===== src/rtl/cafe_pkg.sv =====
// Shared coin encodings, values and controller state type for the cafe vending slice.
package cafe_pkg;

  localparam logic [1:0] COIN_NONE    = 2'b00;
  localparam logic [1:0] COIN_NICKEL  = 2'b01;
  localparam logic [1:0] COIN_DIME    = 2'b10;
  localparam logic [1:0] COIN_QUARTER = 2'b11;

  localparam int VAL_NICKEL  = 5;
  localparam int VAL_DIME    = 10;
  localparam int VAL_QUARTER = 25;

  typedef enum logic [1:0] {IDLE, COLLECT, VEND, CHANGE} state_t;

  function automatic logic [4:0] coin_value(input logic [1:0] code);
    case (code)
      COIN_NICKEL:  coin_value = 5'(VAL_NICKEL);
      COIN_DIME:    coin_value = 5'(VAL_DIME);
      COIN_QUARTER: coin_value = 5'(VAL_QUARTER);
      default:      coin_value = 5'd0;
    endcase
  endfunction

  // Largest coin that does not exceed the amount still owed.
  function automatic logic [1:0] greedy_coin(input int amt);
    if (amt >= VAL_QUARTER)   greedy_coin = COIN_QUARTER;
    else if (amt >= VAL_DIME) greedy_coin = COIN_DIME;
    else                      greedy_coin = COIN_NICKEL;
  endfunction

endpackage


===== src/rtl/cafe_vend_controller_if.sv =====
// Coin acceptor, dispenser and hopper signals seen by the vend controller.
interface cafe_vend_controller_if #(parameter int CW = 7);
  logic          coin_valid;
  logic [1:0]    coin;
  logic          coin_ready;
  logic          cancel;
  logic          vend_req;
  logic          vend_ack;
  logic          pay_valid;
  logic [1:0]    pay_coin;
  logic          pay_ack;
  logic [CW-1:0] credit;
  logic          busy;

  modport slave (
    input  coin_valid, coin, cancel, vend_ack, pay_ack,
    output coin_ready, vend_req, pay_valid, pay_coin, credit, busy
  );

  modport master (
    output coin_valid, coin, cancel, vend_ack, pay_ack,
    input  coin_ready, vend_req, pay_valid, pay_coin, credit, busy
  );
endinterface


===== src/rtl/cafe_change_payout.sv =====
// Greedy change engine: ejects one coin per hopper ack until the loaded amount is paid.
module cafe_change_payout
  import cafe_pkg::*;
#(
    parameter int CW = 7
) (
    input  logic          clk,
    input  logic          rst,
    input  logic          load,
    input  logic [CW-1:0] amount,
    input  logic          pay_ack,
    output logic          pay_valid,
    output logic [1:0]    pay_coin,
    output logic [CW-1:0] remaining,
    output logic          done
);

    logic [CW-1:0] rem_q;
    logic [CW-1:0] rem_next;
    logic          valid_q;
    logic [1:0]    coin_q;

    assign rem_next  = rem_q - CW'(coin_value(coin_q));
    assign done      = valid_q & pay_ack & (rem_next == '0);
    assign pay_valid = valid_q;
    assign pay_coin  = coin_q;
    assign remaining = rem_q;

    // pay_coin is only recomputed on load or ack, so it is stable under backpressure.
    always_ff @(posedge clk) begin
        if (rst) begin
            rem_q   <= '0;
            valid_q <= 1'b0;
            coin_q  <= COIN_NONE;
        end else if (load) begin
            rem_q   <= amount;
            valid_q <= (amount != '0);
            coin_q  <= (amount != '0) ? greedy_coin(int'(amount)) : COIN_NONE;
        end else if (valid_q && pay_ack) begin
            rem_q   <= rem_next;
            valid_q <= (rem_next != '0);
            coin_q  <= (rem_next != '0) ? greedy_coin(int'(rem_next)) : COIN_NONE;
        end
    end

endmodule


===== src/rtl/cafe_vend_controller.sv =====
// Credit collection, vend handshake and change/refund sequencing for the cafe vending machine.
module cafe_vend_controller
  import cafe_pkg::*;
#(
    parameter int PRICE   = 50,
    parameter int TIMEOUT = 255,
    parameter int CW      = 7
) (
    input  logic                   clk,
    input  logic                   rst,
    cafe_vend_controller_if.slave  bus
);

    localparam int            TW      = (TIMEOUT < 2) ? 1 : $clog2(TIMEOUT + 1);
    localparam logic [CW-1:0] PRICE_C = CW'(PRICE);
    localparam logic [TW-1:0] TO_LAST = TW'(TIMEOUT - 1);

    state_t        state;
    logic [CW-1:0] credit_q;
    logic [TW-1:0] timer;
    logic          coin_ready_q, vend_req_q, busy_q;

    logic          acc;
    logic [CW-1:0] coin_amt, sum, vend_rem;
    logic          load;
    logic [CW-1:0] load_amt;
    logic          pay_valid, pay_done;
    logic [1:0]    pay_coin;
    logic [CW-1:0] remaining;

    assign acc      = bus.coin_valid & coin_ready_q & (bus.coin != COIN_NONE);
    assign coin_amt = acc ? CW'(coin_value(bus.coin)) : '0;
    assign sum      = credit_q + coin_amt;
    assign vend_rem = credit_q - PRICE_C;

    // The payout engine is loaded on the transition edge so pay_valid rises on CHANGE entry.
    always_comb begin
        load     = 1'b0;
        load_amt = '0;
        case (state)
            COLLECT: begin
                if (!(acc && sum >= PRICE_C) &&
                    (bus.cancel || (!acc && timer == TO_LAST))) begin
                    load     = 1'b1;
                    load_amt = sum;
                end
            end
            VEND: begin
                if (bus.vend_ack && vend_rem != '0) begin
                    load     = 1'b1;
                    load_amt = vend_rem;
                end
            end
            default: ;
        endcase
    end

    always_ff @(posedge clk) begin
        if (rst) begin
            state        <= IDLE;
            credit_q     <= '0;
            timer        <= '0;
            coin_ready_q <= 1'b1;
            vend_req_q   <= 1'b0;
            busy_q       <= 1'b0;
        end else begin
            case (state)
                IDLE: begin
                    if (acc) begin
                        credit_q <= sum;
                        timer    <= '0;
                        if (sum >= PRICE_C) begin
                            state        <= VEND;
                            coin_ready_q <= 1'b0;
                            vend_req_q   <= 1'b1;
                            busy_q       <= 1'b1;
                        end else begin
                            state <= COLLECT;
                        end
                    end
                end
                COLLECT: begin
                    credit_q <= sum;
                    if (acc && sum >= PRICE_C) begin
                        state        <= VEND;
                        coin_ready_q <= 1'b0;
                        vend_req_q   <= 1'b1;
                        busy_q       <= 1'b1;
                    end else if (load) begin
                        state        <= CHANGE;
                        coin_ready_q <= 1'b0;
                        busy_q       <= 1'b1;
                    end else begin
                        timer <= acc ? '0 : timer + 1'b1;
                    end
                end
                VEND: begin
                    if (bus.vend_ack) begin
                        vend_req_q <= 1'b0;
                        credit_q   <= vend_rem;
                        if (vend_rem == '0) begin
                            state        <= IDLE;
                            coin_ready_q <= 1'b1;
                            busy_q       <= 1'b0;
                        end else begin
                            state <= CHANGE;
                        end
                    end
                end
                CHANGE: begin
                    if (pay_done) begin
                        state        <= IDLE;
                        credit_q     <= '0;
                        timer        <= '0;
                        coin_ready_q <= 1'b1;
                        busy_q       <= 1'b0;
                    end
                end
                default: state <= IDLE;
            endcase
        end
    end

    cafe_change_payout #(.CW(CW)) u_payout (
        .clk       (clk),
        .rst       (rst),
        .load      (load),
        .amount    (load_amt),
        .pay_ack   (bus.pay_ack),
        .pay_valid (pay_valid),
        .pay_coin  (pay_coin),
        .remaining (remaining),
        .done      (pay_done)
    );

    assign bus.coin_ready = coin_ready_q;
    assign bus.vend_req   = vend_req_q;
    assign bus.busy       = busy_q;
    assign bus.pay_valid  = pay_valid;
    assign bus.pay_coin   = pay_coin;
    assign bus.credit     = (state == CHANGE) ? remaining : credit_q;

endmodule


===== src/flat_wrapper.sv =====
// flat-port wrapper written by rule: the top's interface ports become plain ports
module cafe_vend_controller_flat import cafe_pkg::*;
#(
    parameter int PRICE   = 50,
    parameter int TIMEOUT = 255,
    parameter int CW      = 7
)
  (clk, rst, bus_coin_valid, bus_coin, bus_cancel, bus_vend_ack, bus_pay_ack, bus_coin_ready, bus_vend_req, bus_pay_valid, bus_pay_coin, bus_credit, bus_busy);
  cafe_vend_controller_if #(.CW(CW)) bus_i ();
  input  logic clk;
  input  logic rst;
  input wire logic [$bits(bus_i.coin_valid)-1:0] bus_coin_valid;
  input wire logic [$bits(bus_i.coin)-1:0] bus_coin;
  input wire logic [$bits(bus_i.cancel)-1:0] bus_cancel;
  input wire logic [$bits(bus_i.vend_ack)-1:0] bus_vend_ack;
  input wire logic [$bits(bus_i.pay_ack)-1:0] bus_pay_ack;
  output wire logic [$bits(bus_i.coin_ready)-1:0] bus_coin_ready;
  output wire logic [$bits(bus_i.vend_req)-1:0] bus_vend_req;
  output wire logic [$bits(bus_i.pay_valid)-1:0] bus_pay_valid;
  output wire logic [$bits(bus_i.pay_coin)-1:0] bus_pay_coin;
  output wire logic [$bits(bus_i.credit)-1:0] bus_credit;
  output wire logic [$bits(bus_i.busy)-1:0] bus_busy;
  assign bus_i.coin_valid = bus_coin_valid;
  assign bus_i.coin = bus_coin;
  assign bus_i.cancel = bus_cancel;
  assign bus_i.vend_ack = bus_vend_ack;
  assign bus_i.pay_ack = bus_pay_ack;
  assign bus_coin_ready = bus_i.coin_ready;
  assign bus_vend_req = bus_i.vend_req;
  assign bus_pay_valid = bus_i.pay_valid;
  assign bus_pay_coin = bus_i.pay_coin;
  assign bus_credit = bus_i.credit;
  assign bus_busy = bus_i.busy;
  cafe_vend_controller #(.PRICE(PRICE), .TIMEOUT(TIMEOUT), .CW(CW)) u_core (.clk(clk), .rst(rst), .bus(bus_i));
endmodule

===== config.mk =====
export PLATFORM = sky130hd
export DESIGN_NAME = cafe_vend_controller_flat
export DESIGN_NICKNAME = d
export VERILOG_FILES = /design/src/rtl/cafe_pkg.sv /design/src/rtl/cafe_vend_controller_if.sv /design/src/rtl/cafe_change_payout.sv /design/src/rtl/cafe_vend_controller.sv /design/src/flat_wrapper.sv
export SDC_FILE = /design/constraint.sdc
export NUM_CORES = 1
export LEC_CHECK = 0
export CORE_ASPECT_RATIO = 1.25
export CORE_MARGIN = 10
export CORE_UTILIZATION = 31
export CTS_BUF_LIST = sky130_fd_sc_hd__clkbuf_8
export CTS_CLUSTER_SIZE = 16
export DETAILED_ROUTE_END_ITERATION = 7
export HOLD_SLACK_MARGIN = 0.03
export MAX_ROUTING_LAYER = met4
export SETUP_SLACK_MARGIN = 0.15
export SLEW_MARGIN = 0
export SYNTH_ARGS = -nofsm -noshare
export SYNTH_HDL_FRONTEND = slang
export SYNTH_SLANG_ARGS = --single-unit
export TNS_END_PERCENT = 100

===== constraint.sdc =====
create_clock -name clk -period 6.11 [get_ports clk]
set_input_delay 0.9165 -clock clk [delete_from_list [all_inputs] [get_ports clk]]
set_output_delay 0.9165 -clock clk [all_outputs]
set_load 0.02 [all_outputs]

# --- Word level (Yosys, flattened, before mapping) ---
# Index checks and enable logic that the tools add are counted.
# W data, S select, Z words.
op_classes:
  add_sub_neg: 4
  multipliers: 0
  div_mod_pow: 0
  magnitude_cmp: 5
  eq_ne: 19
  n_shift: 0
  n_mux: 59
  n_bitwise: 4
  n_reduce_logical: 23
op_table:
  columns: ["operator", "count"]
  rows:
  - ["$mux W7", 8]
  - ["$mux W8", 5]
  - ["$mux W2", 15]
  - ["$pmux W5 S3", 2]
  - ["$pmux W7 S4", 1]
  - ["$pmux W8 S3", 1]
  - ["$reduce_bool A7 Y1", 3]
  - ["$mux W1", 20]
  - ["$ge A7 B4 Y1 const B", 2]
  - ["$ge A7 B5 Y1 const B", 2]
  - ["$logic_not A7 Y1", 2]
  - ["$pmux W7 S2", 1]
  - ["$eq A2 B2 Y1 const B", 6]
  - ["$ne A2 B1 Y1 const B", 5]
  - ["$reduce_and A5 Y1", 2]
  - ["$add A8 B1 Y8 const B", 1]
  - ["$eq A8 B8 Y1 const B", 1]
  - ["$pmux W1 S4", 2]
  - ["$pmux W2 S4", 1]
  - ["$add A7 B7 Y7", 1]
  - ["$ge A7 B6 Y1 const B", 1]
  - ["$sub A7 B5 Y7", 1]
  - ["$sub A7 B6 Y7 const B", 1]
  - ["$eq A2 B1 Y1 const B", 3]
  - ["other kinds (15)", 27]
totals:
  regBits: 30
  latchBits: 0
  ram_bits: 0
  mem_bits_ro: 0
  input_bits: 8
  output_inout_bits: 13
  wordCells: 123
  n_memories: 0

# --- Longest topological paths before layout ---
logic_depth:
  ltp_word: 15
  ltp_mapped: 13
  mapped_depth_nobuf: 12

# --- Modules after synthesis ---
# Synthesis repeated with hierarchy kept, for this count alone.
unflattened:
  hier_cells: 340
  area_unflattened_um2: 2697.6
modules_own_cells:
  columns: ["mod", "n_inst", "cells_per_inst", "area_each_um2", "seq_area_each_um2"]
  rows:
  - ["cafe_vend_controller", 1, 229, 1848.0, 400.4]
  - ["cafe_change_payout", 1, 111, 849.6, 200.2]

# --- Least setup slack after synthesis ---
# OpenSTA, ideal clock, no wires.
synth_path:
  path_kind: "input-to-reg"
  start: "input bus_coin_valid"
  end: "register u_core.timer[1]"
  setup_time_ps: 71
  arrival_ps: 3618
  required_ps: 6039
  setup_slack_ps: 2421
  path_stages: 12
  n_path_buf: 0
  cell_sequence: "and3_1 -> ha_1 -> inv_1 -> fa_1 -> xor2_1 -> nand2_1 -> a32oi_1 -> a21boi_1 -> o21ai_0 -> a21boi_1 -> or4_1 -> a21oi_1"
synth_via:
  elab_chain_len: 12
  word_cells_on_any_way: 21
  classes_between: "1 x add/sub; 1 x order compare; 3 x eq/ne; 7 x mux; 2 x bitwise; 7 x reduce/logical"
synth_lines:
  columns: ["item", "line", "text"]
  rows:
  - ["start, declared", "flat_wrapper.sv:12", "input wire logic [$bits(bus_i.coin_valid)-1:0] bus_coin_valid;"]
  - ["$and A1 B1 Y1 (*) (2 in a row)", "cafe_vend_controller.sv:31", "assign acc = bus.coin_valid & coin_ready_q & (bus.coin != COIN_NONE);"]
  - ["$mux W5", "cafe_vend_controller.sv:32", "assign coin_amt = acc ? CW'(coin_value(bus.coin)) : '0;"]
  - ["$add A7 B7 Y7", "cafe_vend_controller.sv:33", "assign sum = credit_q + coin_amt;"]
  - ["$ge A7 B6 Y1", "cafe_vend_controller.sv:42, cafe_vend_controller.sv:84", null]
  - ["$logic_and A1 B1 Y1", "cafe_vend_controller.sv:42, cafe_vend_controller.sv:84", null]
  - ["$logic_not A1 Y1", "cafe_vend_controller.sv:42", "if (!(acc && sum >= PRICE_C) &&"]
  - ["$logic_and A1 B1 Y1", "cafe_vend_controller.sv:42", null]
  - ["$mux W1", "cafe_vend_controller.sv:42", null]
  - ["$pmux W1 S2", "cafe_vend_controller.sv:40", "case (state)"]
  - ["$ne A2 B2 Y1 (no line)", null, null]
  - ["$reduce_and A5 Y1 (no line)", null, null]
  - ["end signal, assigned", "cafe_vend_controller.sv:94", "timer <= acc ? '0 : timer + 1'b1;"]
  - ["end, declared", "cafe_vend_controller.sv:20", "logic [TW-1:0] timer;"]
# Mark *: on every way between the ends. The rest lies on a longest branch, timed or not. The select of a mux whose other input is x is not followed.
# A chain may end at the register's enable or synchronous reset.

# --- Final worst setup path ---
layout_path:
  start: "input bus_coin_valid"
  end: "register u_core.u_payout.coin_q[0], in the netlist u_core.u_payout.pay_coin[0]"
layout_via:
  elab_chain_len: 15
  word_cells_on_any_way: 23
  classes_between: "1 x add/sub; 3 x order compare; 9 x mux; 2 x bitwise; 8 x reduce/logical"
layout_lines:
  columns: ["item", "line", "text"]
  rows:
  - ["$and A1 B1 Y1 (*) (2 in a row)", "cafe_vend_controller.sv:31", null]
  - ["$mux W5", "cafe_vend_controller.sv:32", null]
  - ["$add A7 B7 Y7", "cafe_vend_controller.sv:33", null]
  - ["$ge A7 B6 Y1", "cafe_vend_controller.sv:42", null]
  - ["$logic_and A1 B1 Y1", "cafe_vend_controller.sv:42", null]
  - ["$logic_not A1 Y1", "cafe_vend_controller.sv:42", null]
  - ["$logic_and A1 B1 Y1", "cafe_vend_controller.sv:42", null]
  - ["$mux W7", "cafe_vend_controller.sv:42", null]
  - ["$pmux W7 S2", "cafe_vend_controller.sv:40", null]
  - ["$ge A7 B4 Y1", "cafe_pkg.sv:27", "else if (amt >= VAL_DIME) greedy_coin = COIN_DIME;"]
  - ["$mux W2", "cafe_pkg.sv:27", null]
  - ["$mux W2", "cafe_pkg.sv:26", "if (amt >= VAL_QUARTER) greedy_coin = COIN_QUARTER;"]
  - ["$mux W2", "cafe_change_payout.sv:38", "coin_q <= (amount != '0) ? greedy_coin(int'(amount)) : COIN_NONE;"]
  - ["$mux W2", "cafe_change_payout.sv:35", "end else if (load) begin"]
  - ["end signal, assigned", "cafe_change_payout.sv:38", null]
  - ["end signal, assigned", "cafe_change_payout.sv:42", "coin_q <= (rem_next != '0) ? greedy_coin(int'(rem_next)) : COIN_NONE;"]
  - ["end, declared", "cafe_change_payout.sv:21", "logic [1:0] coin_q;"]
# Mark *: on every way between the ends. The rest lies on a longest branch, timed or not.

==> impl_metrics.csv <==
group,metric,value,unit
outcome,status,"finished, final reports clean",
route,vias_per_cell,5.87,
synthesis,synth_nets,379,
clock_tree,post_cts_buffers,0,
grt,grt_max_degree,31,
setup_path,path_max_fanout,13,
placement,place_hpwl,6.45,mm
clock_tree,cts_tree,"built",
synthesis,yosys.area.top_type_share,22.4,%
setup_path,path_buf_inv,2,
die,dieArea,12800,um2
power,power,1.47,mW
setup_path,arrival,4.71,ns
min_path,hold_path.class,"register to register",
synthesis,synth_cell_type_count,57,
clock_tree,cts_buffers,5,
route,drtAntennaViolNets,0,
sta,setup_viol,0,
setup_path,slowest_delay,0.79,ns
sta,worst_slew_pin_slew,1.12,ns
clock_tree,ctsHtreeMaxLevel,2,
clock_tree,clk_pin_slew,0.07,ns
route,drc,0,
synthesis,synth_area_leaders,"dfxtp_1 22%, ha_1 7.9%, a21oi_1 5.0%, nor2_1 5.0%, nand2_1 4.8%",
die,die_y,124,um
sta,fin_worst_skew,0.00707,ns
setup_path,critPathLaunchType,"input pin",
power,ir_worst_vdd,0.133,mV
grt,track_usage,13.8,%
layout,final_cell_mix,"36 x nor2_1, 34 x nand2_1, 30 x dfxtp_1",
sta,fmax,0.218,GHz
layout,final_core_util,36.7,%
synthesis,synthCells,352,
synthesis,ys.flop_type,"dfxtp_1",
synthesis,synth_edf_count,0,
die,die_w,103,um
setup_path,crit_slowest_cell,"a21oi_1",
die,rows,37,
setup_path,required,6.23,ns
synthesis,async_reset_ff_share,0,%
sta,period_minus_slack,4.59,ns
layout,fill_cells,918,
grt,antenna_found_initial,0,
synthesis,ys_seq_area_share,22.4,%
route,drt-total-wl,8.41,mm
placement,io_buffers,20,
synthesis,avgSynthCellArea,7.62,um2
power,power_density,482,nW/um2
layout,seqCellArea,601,um2
synthesis,ys_seq_elements,30,
sta,timing.slew.headroom,25.3,%
layout,layout.nets,394,
route,first_pass_iters,5,
sta,fin_crit_sh,75.2,%
sta,hold_viol,0,
route,first_iter_violations,172,
setup_path,path_delay_family,"compound AO/OA/AOI/OAI gates",
layout,final_cells,465,
clock_tree,clk_latency,0.29,ns
layout,insertedDiodeCount,0,
die,io-pin-count,21,
grt,grt_pass1_wl,13.7,mm
setup_path,end_kind,"register",
layout,area_growth,13.9,%
die,start_util,32.2,%
sta,rsz0062_at_grt,"false",
clock_tree,cts-root-buf,"clkbuf_8",
synthesis,syn_area,2680,um2
power,leakagePower,1.12,nW
setup_path,worstSetupPathType,"input pin to register",
layout,drive_gt1_share,5.98,%
clock_tree,cts_resized,0,
synthesis,synth_top_area_cell,"dfxtp_1",
layout,multi_input_comb_area,1970,um2
setup_path,crit_path_cell_trace,"clkdlybuf4s50_1 -> and3_1 -> ha_1 -> inv_1 -> fa_1 -> xor2_1 -> nand2_1 -> a32o_1 -> o21ai_0 -> a21oi_1 -> a21oi_1 -> o221a_2 -> a311oi_1",
clock_tree,clock_sinks,30,
route,wl_per_cell,18.1,um
layout,mostFrequentLayoutCell,"nor2_1",
synthesis,yosysWarnings,0,
clock_tree,cts_hold_buffers,0,
flow_run,max_cap_viol_count,0,
placement,dp_cells,457,
grt,grt_overflow,0,
route,num_vias,2729,
setup_path,worst_path_most_repeated_cell,"a21oi_1",
sta,tns,0,ns
die,core,8330,um2
clock_tree,clockBufferDepth,2,
sta,slew_viol_final,0,
placement,routabilityCongestion,0.906,
grt,grt_pass1_vias,2612,
## cells by family (layout without fill, tap and decap cells)
| group | after synthesis | in the layout | share of synthesized area [%] |
|---|---|---|---|
| AO/OA/AOI/OAI | 124 | 124 | 33.4 |
| AND/OR/NAND/NOR | 124 | 124 | 21.6 |
| flip-flops | 30 | 30 | 22.4 |
| buffers and inverters | 29 | 45 | 4.15 |
| adder cells (fa/ha/maj) | 19 | 19 | 9.42 |
| XOR/XNOR | 17 | 17 | 5.55 |
| multiplexers | 9 | 9 | 3.54 |
## sequential cells by signal, summed over array words and instances (netlist names)
signal,count
u_core.bus.busy,1
u_core.bus.vend_req,1
u_core.credit_q,7
u_core.u_payout.remaining,7
u_core.u_payout.pay_coin,2
u_core.u_payout.pay_valid,1
u_core.bus.coin_ready,1
u_core.state,2
u_core.timer,8
## power breakdown
part,leakage (nW),internal (mW),switching [mW],total (mW)
clock,0.0472,0.0905,0.0824,0.173
sequential,0.244,0.239,0.0679,0.307
combinational,0.833,0.381,0.612,0.993
## metrics by stage
stage                     area, um2  hold WS (ns)  setup WS [ns]
final                          3060         0.504           1.52
after global routing           3060         0.528           1.29
after CTS                      3060         0.496           1.59
after detailed placement       2960         0.483           1.31
after global placement         2960         0.478           1.42
after floorplan                2680         0.448           2.42
## final timing paths
kind	startpoint	end	slack, ns	cells past startpoint
min reg2reg	u_core.timer[3]$_SDFFE_PP0P_	u_core.timer[3]$_SDFFE_PP0P_	0.50	1
min	u_core.timer[3]$_SDFFE_PP0P_	u_core.timer[3]$_SDFFE_PP0P_	0.50	1
max reg2reg	u_core.bus.coin_ready$_SDFFE_PP1P_	u_core.u_payout.pay_coin[0]$_SDFFE_PP0P_	2.22	12
max	bus_coin_valid	u_core.u_payout.pay_coin[0]$_SDFFE_PP0P_	1.52	13
## cells in the mapped netlist (2+ instances only)
library cell / instances
nand4_1: 3
or2_2: 3
nor3b_1: 2
a21o_1: 8
o31ai_1: 3
nor2_1: 36
or3_1: 3
o22ai_1: 4
a2111oi_4: 2
clkbuf_1: 10
o22a_1: 2
a311oi_1: 9
and3_1: 6
a2bb2oi_1: 3
xor2_1: 6
nand2_1: 34
ha_1: 17
o211ai_1: 2
a21oi_1: 27
or4_1: 2
xnor2_1: 11
fa_1: 2
o211a_1: 2
a311o_1: 3
o21ai_0: 22
a31o_2: 2
dfxtp_1: 30
nor2b_1: 4
o31a_1: 2
and2_1: 4
a31oi_1: 6
nor3_1: 9
a32oi_1: 2
inv_1: 16
nand2b_1: 5
o21a_1: 6
mux2_2: 4
a21boi_1: 2
mux2i_1: 5
a41oi_1: 2
nand3_1: 12
a211oi_1: 4
## metal layers
layer | GRT usage, % | routed length, um | vias to the layer above
met5 | - | 0 | -
met4 | 4.01 | 131 | 0
met3 | 2.16 | 400 | 10
met2 | 23.7 | 4160 | 80
met1 | 16.3 | 3720 | 1299
li1 | - | - | 1340
## worst register-to-register path: stages (launching register included)
cell and delay (ns):
dfxtp_1 0.43, and3_1 0.23, ha_1 0.18, inv_1 0.05, fa_1 0.39, xor2_1 0.34
nand2_1 0.17, a32o_1 0.27, o21ai_0 0.33, a21oi_1 0.15, a21oi_1 0.79, o221a_2 0.32
a311oi_1 0.08
## layout make-up
type,instances,share of cell area [%]
Multi-Input combinational cell,293,64.5
Sequential cell,30,19.7
Timing Repair Buffer,21,6.80
Tap cell,97,3.97
Clock buffer,6,2.70
Inverter,16,1.97
Clock inverter,2,0.410
Power figures use the tool's default switching activity.
